$ cat src/rtl/uop_queue.sv
// Decoder-to-backend uop FIFO: circular buffer with an occupancy counter,
// a ROB-full stall on issue, and a flush that drops every queued uop.
module uop_queue #(
  parameter int NUM_UOPS      = 32,
  parameter int XLEN          = 32,
  parameter int ARCHFILE_SIZE = 32,
  parameter int DEPTH         = 8
) (
  input  logic                             clk,
  input  logic                             rst,
  input  logic                             dec_valid,
  output logic                             dec_ready,
  input  logic [$clog2(NUM_UOPS)-1:0]      dec_uop,
  input  logic                             dec_eoi,
  input  logic [XLEN-1:0]                  dec_imm,
  input  logic                             dec_use_imm,
  input  logic [31:0]                      dec_pc,
  input  logic                             dec_except,
  input  logic [$clog2(ARCHFILE_SIZE)-1:0] dec_src1_arch,
  input  logic [$clog2(ARCHFILE_SIZE)-1:0] dec_src2_arch,
  input  logic [$clog2(ARCHFILE_SIZE)-1:0] dec_dest_arch,
  input  logic                             rob_full,
  input  logic                             flush,
  output logic                             uop_ready,
  output logic [$clog2(NUM_UOPS)-1:0]      uop,
  output logic                             eoi,
  output logic [XLEN-1:0]                  imm,
  output logic                             use_imm,
  output logic [31:0]                      pc,
  output logic                             except,
  output logic [$clog2(ARCHFILE_SIZE)-1:0] src1_arch,
  output logic [$clog2(ARCHFILE_SIZE)-1:0] src2_arch,
  output logic [$clog2(ARCHFILE_SIZE)-1:0] dest_arch,
  output logic [$clog2(DEPTH):0]           count,
  output logic [$clog2(DEPTH):0]           instr_pending
);

  localparam int UW    = $clog2(NUM_UOPS);
  localparam int RW    = $clog2(ARCHFILE_SIZE);
  localparam int PTR_W = $clog2(DEPTH);
  localparam int CNT_W = PTR_W + 1;

  typedef struct packed {
    logic [UW-1:0]   uop;
    logic            eoi;
    logic [XLEN-1:0] imm;
    logic            use_imm;
    logic [31:0]     pc;
    logic            except;
    logic [RW-1:0]   src1_arch;
    logic [RW-1:0]   src2_arch;
    logic [RW-1:0]   dest_arch;
  } entry_t;

  // Handshake: the decoder's uop moves into the queue on any edge where
  // dec_valid & dec_ready & ~flush; the backend takes the head on any cycle
  // uop_ready=1 (no ack from the backend side).

  entry_t           mem [DEPTH];
  logic [PTR_W-1:0] head, tail;
  logic             push, pop;
  entry_t           head_entry;

  assign dec_ready  = (count != CNT_W'(DEPTH)) & ~rst;
  assign uop_ready  = (count != '0) & ~rob_full & ~flush;
  assign push       = dec_valid & dec_ready & ~flush;
  assign pop        = uop_ready;
  assign head_entry = mem[head];

  assign uop       = head_entry.uop;
  assign eoi       = head_entry.eoi;
  assign imm       = head_entry.imm;
  assign use_imm   = head_entry.use_imm;
  assign pc        = head_entry.pc;
  assign except    = head_entry.except;
  assign src1_arch = head_entry.src1_arch;
  assign src2_arch = head_entry.src2_arch;
  assign dest_arch = head_entry.dest_arch;

  // Storage is deliberately left out of reset; push is already low during rst.
  always_ff @(posedge clk) begin
    if (push) begin
      mem[tail] <= '{uop: dec_uop, eoi: dec_eoi, imm: dec_imm,
                     use_imm: dec_use_imm, pc: dec_pc, except: dec_except,
                     src1_arch: dec_src1_arch, src2_arch: dec_src2_arch,
                     dest_arch: dec_dest_arch};
    end
  end

  always_ff @(posedge clk) begin
    if (rst || flush) begin
      head          <= '0;
      tail          <= '0;
      count         <= '0;
      instr_pending <= '0;
    end else begin
      if (push) tail <= tail + 1'b1;
      if (pop)  head <= head + 1'b1;
      case ({push, pop})
        2'b10:   count <= count + 1'b1;
        2'b01:   count <= count - 1'b1;
        default: count <= count;
      endcase
      case ({push & dec_eoi, pop & head_entry.eoi})
        2'b10:   instr_pending <= instr_pending + 1'b1;
        2'b01:   instr_pending <= instr_pending - 1'b1;
        default: instr_pending <= instr_pending;
      endcase
    end
  end

endmodule

$ cat config.mk
export PLATFORM = sky130hd
export DESIGN_NAME = uop_queue
export DESIGN_NICKNAME = d
export VERILOG_FILES = /design/src/rtl/uop_queue.sv
export SDC_FILE = /design/constraint.sdc
export NUM_CORES = 1
export LEC_CHECK = 0
export CAP_MARGIN = 5
export CORE_MARGIN = 2
export CORE_UTILIZATION = 45
export CTS_CLUSTER_DIAMETER = 120
export DETAILED_ROUTE_END_ITERATION = 16
export HOLD_SLACK_MARGIN = 0.02
export PLACE_DENSITY_LB_ADDON = 0.12
export SETUP_SLACK_MARGIN = 0.3
export SKIP_CTS_REPAIR_TIMING = 1
export SYNTH_ARGS = -nofsm -noshare
export SYNTH_HDL_FRONTEND = slang
export SYNTH_SLANG_ARGS = --single-unit
$ cat constraint.sdc
create_clock -name clk -period 30.7 [get_ports clk]
set_clock_uncertainty 0.2 [all_clocks]
set_input_delay 6.14 -clock clk [delete_from_list [all_inputs] [get_ports clk]]
set_output_delay 6.14 -clock clk [all_outputs]
set_load 0.005 [all_outputs]
* Yosys cells after proc, flatten, opt, wreduce, memory -nomap -nowiden
Memory sizes are Yosys's and may differ from the RTL's. A register that Yosys moved wholly into a read port is not among the register bits.
Index checks and enable logic that the tools add are counted.
** Storage, ports and cells
- Input port bits :: 92
- Output and inout bits :: 97
- Register bits :: 14
- Memories kept :: 1
- RAM bits :: 696
** Memory list
- mem :: words 8, width 87, read ports 1, clocked after memory_dff 1, wr ports 1, RTL line 59 : entry_t mem [DEPTH];
** Cells by class
- Bitwise operators :: 10
- Reductions and logical operators :: 4
- Muxes and demuxes :: 6
- Add/subtract/negate cells :: 6
- Equal/unequal tests :: 5
** Operator list (count)
- $pmux 4 s2 :: 2
- $add 4x1->4 const B :: 2
- $sub 4x1->4 const B :: 2
- $and 1x1->1 :: 7
- $add 3x1->3 const B :: 2
- $mux 3 :: 2
- $eq 2x1->1 const B :: 2
- $eq 2x2->1 const B :: 2
- $ne 4x4->1 const B :: 1
- $reduce_bool 2->1 :: 2
- $reduce_bool 4->1 :: 1
- $not 1->1 :: 3
- $mux 1 :: 2
- $logic_or 1x1->1 :: 1

* Logic depth before layout (Yosys ltp)
- Word-level depth :: 7
- Depth in mapped cells :: 11
- Depth with buffers taken out :: 10

* Worst setup path before layout
No wires, ideal clock.
- Path type :: input to register
- Start point :: input rst
- End point :: memory mem[0][0] (netlist name) (enable)
- Arrival :: 14.824 ns
- Required time :: 29.753 ns
- Slack :: 14.929 ns
- Stages on the path :: 3
- Path through :: nor2_1 > nand3_1 > nor4_1
** On the way
- Word-level cells in the longest chain between the ends :: 6
** Ends and longest elaborated chain
- start, declared :: RTL line 10 : input logic rst,
- $not 1->1 :: RTL line 64 : assign dec_ready = (count != CNT_W'(DEPTH)) & ~rst;
- $and 1x1->1 :: RTL line 64
- $and 1x1->1 (2 in a row) :: RTL line 66 : assign push = dec_valid & dec_ready & ~flush;
- $mux 1 :: RTL line 82 : if (push) begin
- $mux 1 (implied by the code) :: RTL line 83 : mem[tail] <= '{uop: dec_uop, eoi: dec_eoi, imm: dec_imm,
- end, declared :: RTL line 59
No other way between the ends.

* Final worst setup path
- Start point :: input flush
- End point :: output uop_ready
** On the way
- Word-level cells in the longest chain between the ends :: 2
** Ends and longest elaborated chain
- start, declared :: RTL line 23 : input logic flush,
- $not 1->1 :: RTL line 65 : assign uop_ready = (count != '0) & ~rob_full & ~flush;
- $and 1x1->1 :: RTL line 65
- end, declared :: RTL line 24 : output logic uop_ready,
No other way between the ends.

==> flow_summary_export.csv <==
group,metric,value,unit
detailed_routing,postRouteAntennaNets,0,
clocking,cts_root_buffer,"clkbuf_16",
finish,drive_gt1_share,28.1,%
global_route,grt_pass1_vias,12849,
floorplan,io_pins,189,
sta,rsz0062_at_grt,"no",
critical_path,rr_worst_depth,10,
sta,hold_viol,0,
clocking,htree_num_levels,3,
logic_synthesis,ys_async_sr_fraction,0,%
floorplan,fp.coreArea,59200,sq um
floorplan,num_rows,89,
power_and_ir_drop,pwr-share-comb,2.2,%
sta,fmax,72.2,MHz
floorplan,initial_core_util,45.6,%
finish,syn2layout_area_growth,18.9,%
detailed_routing,vias,12032,
power_and_ir_drop,leakagePower,9.81,nW
critical_path,crit_fanout,4,
power_and_ir_drop,p_int,0.00160,W
logic_synthesis,syn_inst,1117,
global_route,grt_max_degree,57,
global_route,grtUsageMet1,24.6,%
detailed_routing,avgRoutedWirePerCell,25.0,microns
power_and_ir_drop,vdd_drop_max,0.0000396,V
placed_design,place_congestion,0.741,
logic_synthesis,synth_fp_nets,1218,
logic_synthesis,synth_cell_types,34,
critical_path,crit_chain,"clkdlybuf4s50_1 > nor2_1 > nand2_1 > inv_1 > clkdlybuf4s50_1",
detailed_routing,viasPerCell,5.51,
logic_synthesis,synth_top_area_share,77.3,%
logic_synthesis,syn_area,27000,sq um
clocking,clk_pin_slew,0.06,ns
logic_synthesis,synth_area_leader_cell,"edfxtp_1",
floorplan,die_w,249,microns
global_route,grt.met2_usage,28.6,%
critical_path,end_kind,"output port",
critical_path,cp_slowest_stage_delay,0.53,ns
sta,setup_tns,0,ns
sta,worst_pin_slew,1.08,ns
status,status,"finished clean",
logic_synthesis,synth_edf_count,696,
critical_path,path_class,"in2out",
critical_path,path_buf_inv,3,
clocking,cts_tree,"done",
finish,final_common_cell,"edfxtp_1",
power_and_ir_drop,power_frac_clock,43.4,%
finish,mostFrequentLayoutCells,"696 x edfxtp_1, 188 x clkdlybuf4s50_1, 174 x mux4_2, 87 x mux2_2, 79 x clkbuf_16",
placed_design,dp_hpwl,28300,microns
power_and_ir_drop,p_per_area,61.5,nW/um^2
critical_path,crit_arrival,7.51,ns
logic_synthesis,ys_ff_latch,713,
logic_synthesis,ys.flop_type,"edfxtp_1",
global_route,gr-total-overflow,0,
clocking,clock_sinks,713,
hold_path,holdPathStages,2,
sta,slew_violations,0,
critical_path,setup.worst_path.start_class,"primary input",
placed_design,portBuffers,188,
critical_path,cp_top_family,"buffers and inverters",
critical_path,ff2ff_setup_slack,26.35,ns
hold_path,holdCritPathClass,"reg2reg",
logic_synthesis,ys.warnings.count,0,
detailed_routing,dr.pass1.iters,4,
global_route,track_usage,17.9,%
hold_path,hold_end,"instr_pending[3]",
clocking,cts_buffers,76,
floorplan,dieArea,62000,sq um
global_route,grt_pass1_wl,81900,microns
detailed_routing,drc,0,
finish,fin_area,32100,sq um
sta,relSlewSlack,27.7,%
clocking,clock_path_buffers,3,
flow_run,maxCapViolCount,0,
critical_path,cp_common_cell,"clkdlybuf4s50_1",
sta,fin_crit,13.85,ns
logic_synthesis,synth.area.top_cells,"edfxtp_1 77%, mux4_2 14%, mux2_2 3.6%, dfxtp_1 1.3%, buf_6 0.42%",
finish,finalNetCount,1456,
global_route,grt.busiest_layer,"met2",
critical_path,reg2reg_to,"instr_pending[3]",
critical_path,cp.required,24.36,ns
sta,finalCritPeriodShare,45.1,%
placed_design,postPlaceCellArea,29800,sq um
critical_path,cp_slowest_cell,"clkdlybuf4s50_1",
power_and_ir_drop,p_sw,0.000378,W
power_and_ir_drop,p_seq_share,54.4,%
logic_synthesis,syn_avg_cell_area,24.2,sq um
clocking,worstSkewPairLatency,0.60,ns
logic_synthesis,synth-seq-area-share,78.6,%
hold_path,holdCritStartpoint,"instr_pending[3]",
power_and_ir_drop,swShare,19.1,%
floorplan,die-height,249,microns
sta,setup_viol,0,
detailed_routing,drt_iter0_drc,804,
global_route,antenna_found_initial,4,
global_route,use_met3,4.73,%
detailed_routing,wl,54700,microns
synth_stat cells (8+ instances only):
cell type	n
buf_1	11
buf_4	9
buf_6	10
clkbuf_1	20
dfxtp_1	17
edfxtp_1	696
ha_1	8
mux2_2	87
mux4_2	174
nor2_1	20
xor2_1	9
registers in the layout, summed over array words and instances (netlist names), named ones only:
name / cells
mem: 696
head: 3
count: 4
tail: 3
instr_pending: 4
how the worst max path moves through the flow:
stage          startpoint         to  depth (start not counted)
2_1_floorplan         rst  mem[0][0]                          3
3_3_place_gp        flush  uop_ready                          5
3_5_place_dp        flush  uop_ready                          5
4_1_cts             flush  uop_ready                          5
5_1_grt             flush  uop_ready                          5
6_report            flush  uop_ready                          5
through the flow:
stage | setup WS (ns) | instances | hold WS (ns) | utilization, % | total power (W)
after floorplan | 14.93 | 1117 | 0.265 | - | 0.00111
after global placement | 16.87 | 2050 | 0.273 | 50.3 | 0.00114
after detailed placement | 16.84 | 2050 | 0.270 | 50.3 | 0.00114
after CTS | 16.84 | 2182 | 0.284 | 54.2 | 0.00200
after global routing | 16.76 | 2182 | 0.306 | 54.2 | 0.00204
final | 16.85 | 2184 | 0.280 | 54.2 | 0.00198
power groups by stage:
stage          registers (W)   logic, W  clock network, W
3_5_place_dp         0.00109  0.0000451                 0
4_1_cts              0.00107  0.0000453          0.000883
5_1_grt              0.00107  0.0000483          0.000921
6_report             0.00107  0.0000444          0.000857
3_3_place_gp         0.00109  0.0000438                 0
2_1_floorplan        0.00110  0.0000118                 0
logic make-up after synthesis:
family          share of synthesized area, %
fa+ha+maj                              0.444
xor+xnor                               0.292
simple gates                           0.972
flops                                   78.6
buf+inv                                 1.23
mux                                     18.2
compound gates                         0.273
layer usage:
layer,vias up,routed length (microns)
met5,-,50
met4,8,1070
met3,92,2940
met2,239,26400
met1,6453,24200
li1,5240,-
final cells by class:
type,count,area (sq um)
diodes,2,5.00
clock inverters,33,262
flip-flops and latches,713,21300
fillers,4517,27100
repair buffers,214,2080
clock buffers,99,2050
inverters,4,15.0
well taps,773,967
multi-input cells,346,5500
worst register-to-register path: stages (launching register included):
cell and delay, ns:
dfxtp_4 0.94, buf_4 0.89, mux4_2 0.62, mux2_2 0.31, nor2b_1 0.14, ha_1 0.24
ha_1 0.35, nand3_1 0.11, and4b_1 0.21, o21ai_0 0.15, o31ai_1 0.09
(Power assumes the default switching activity.)
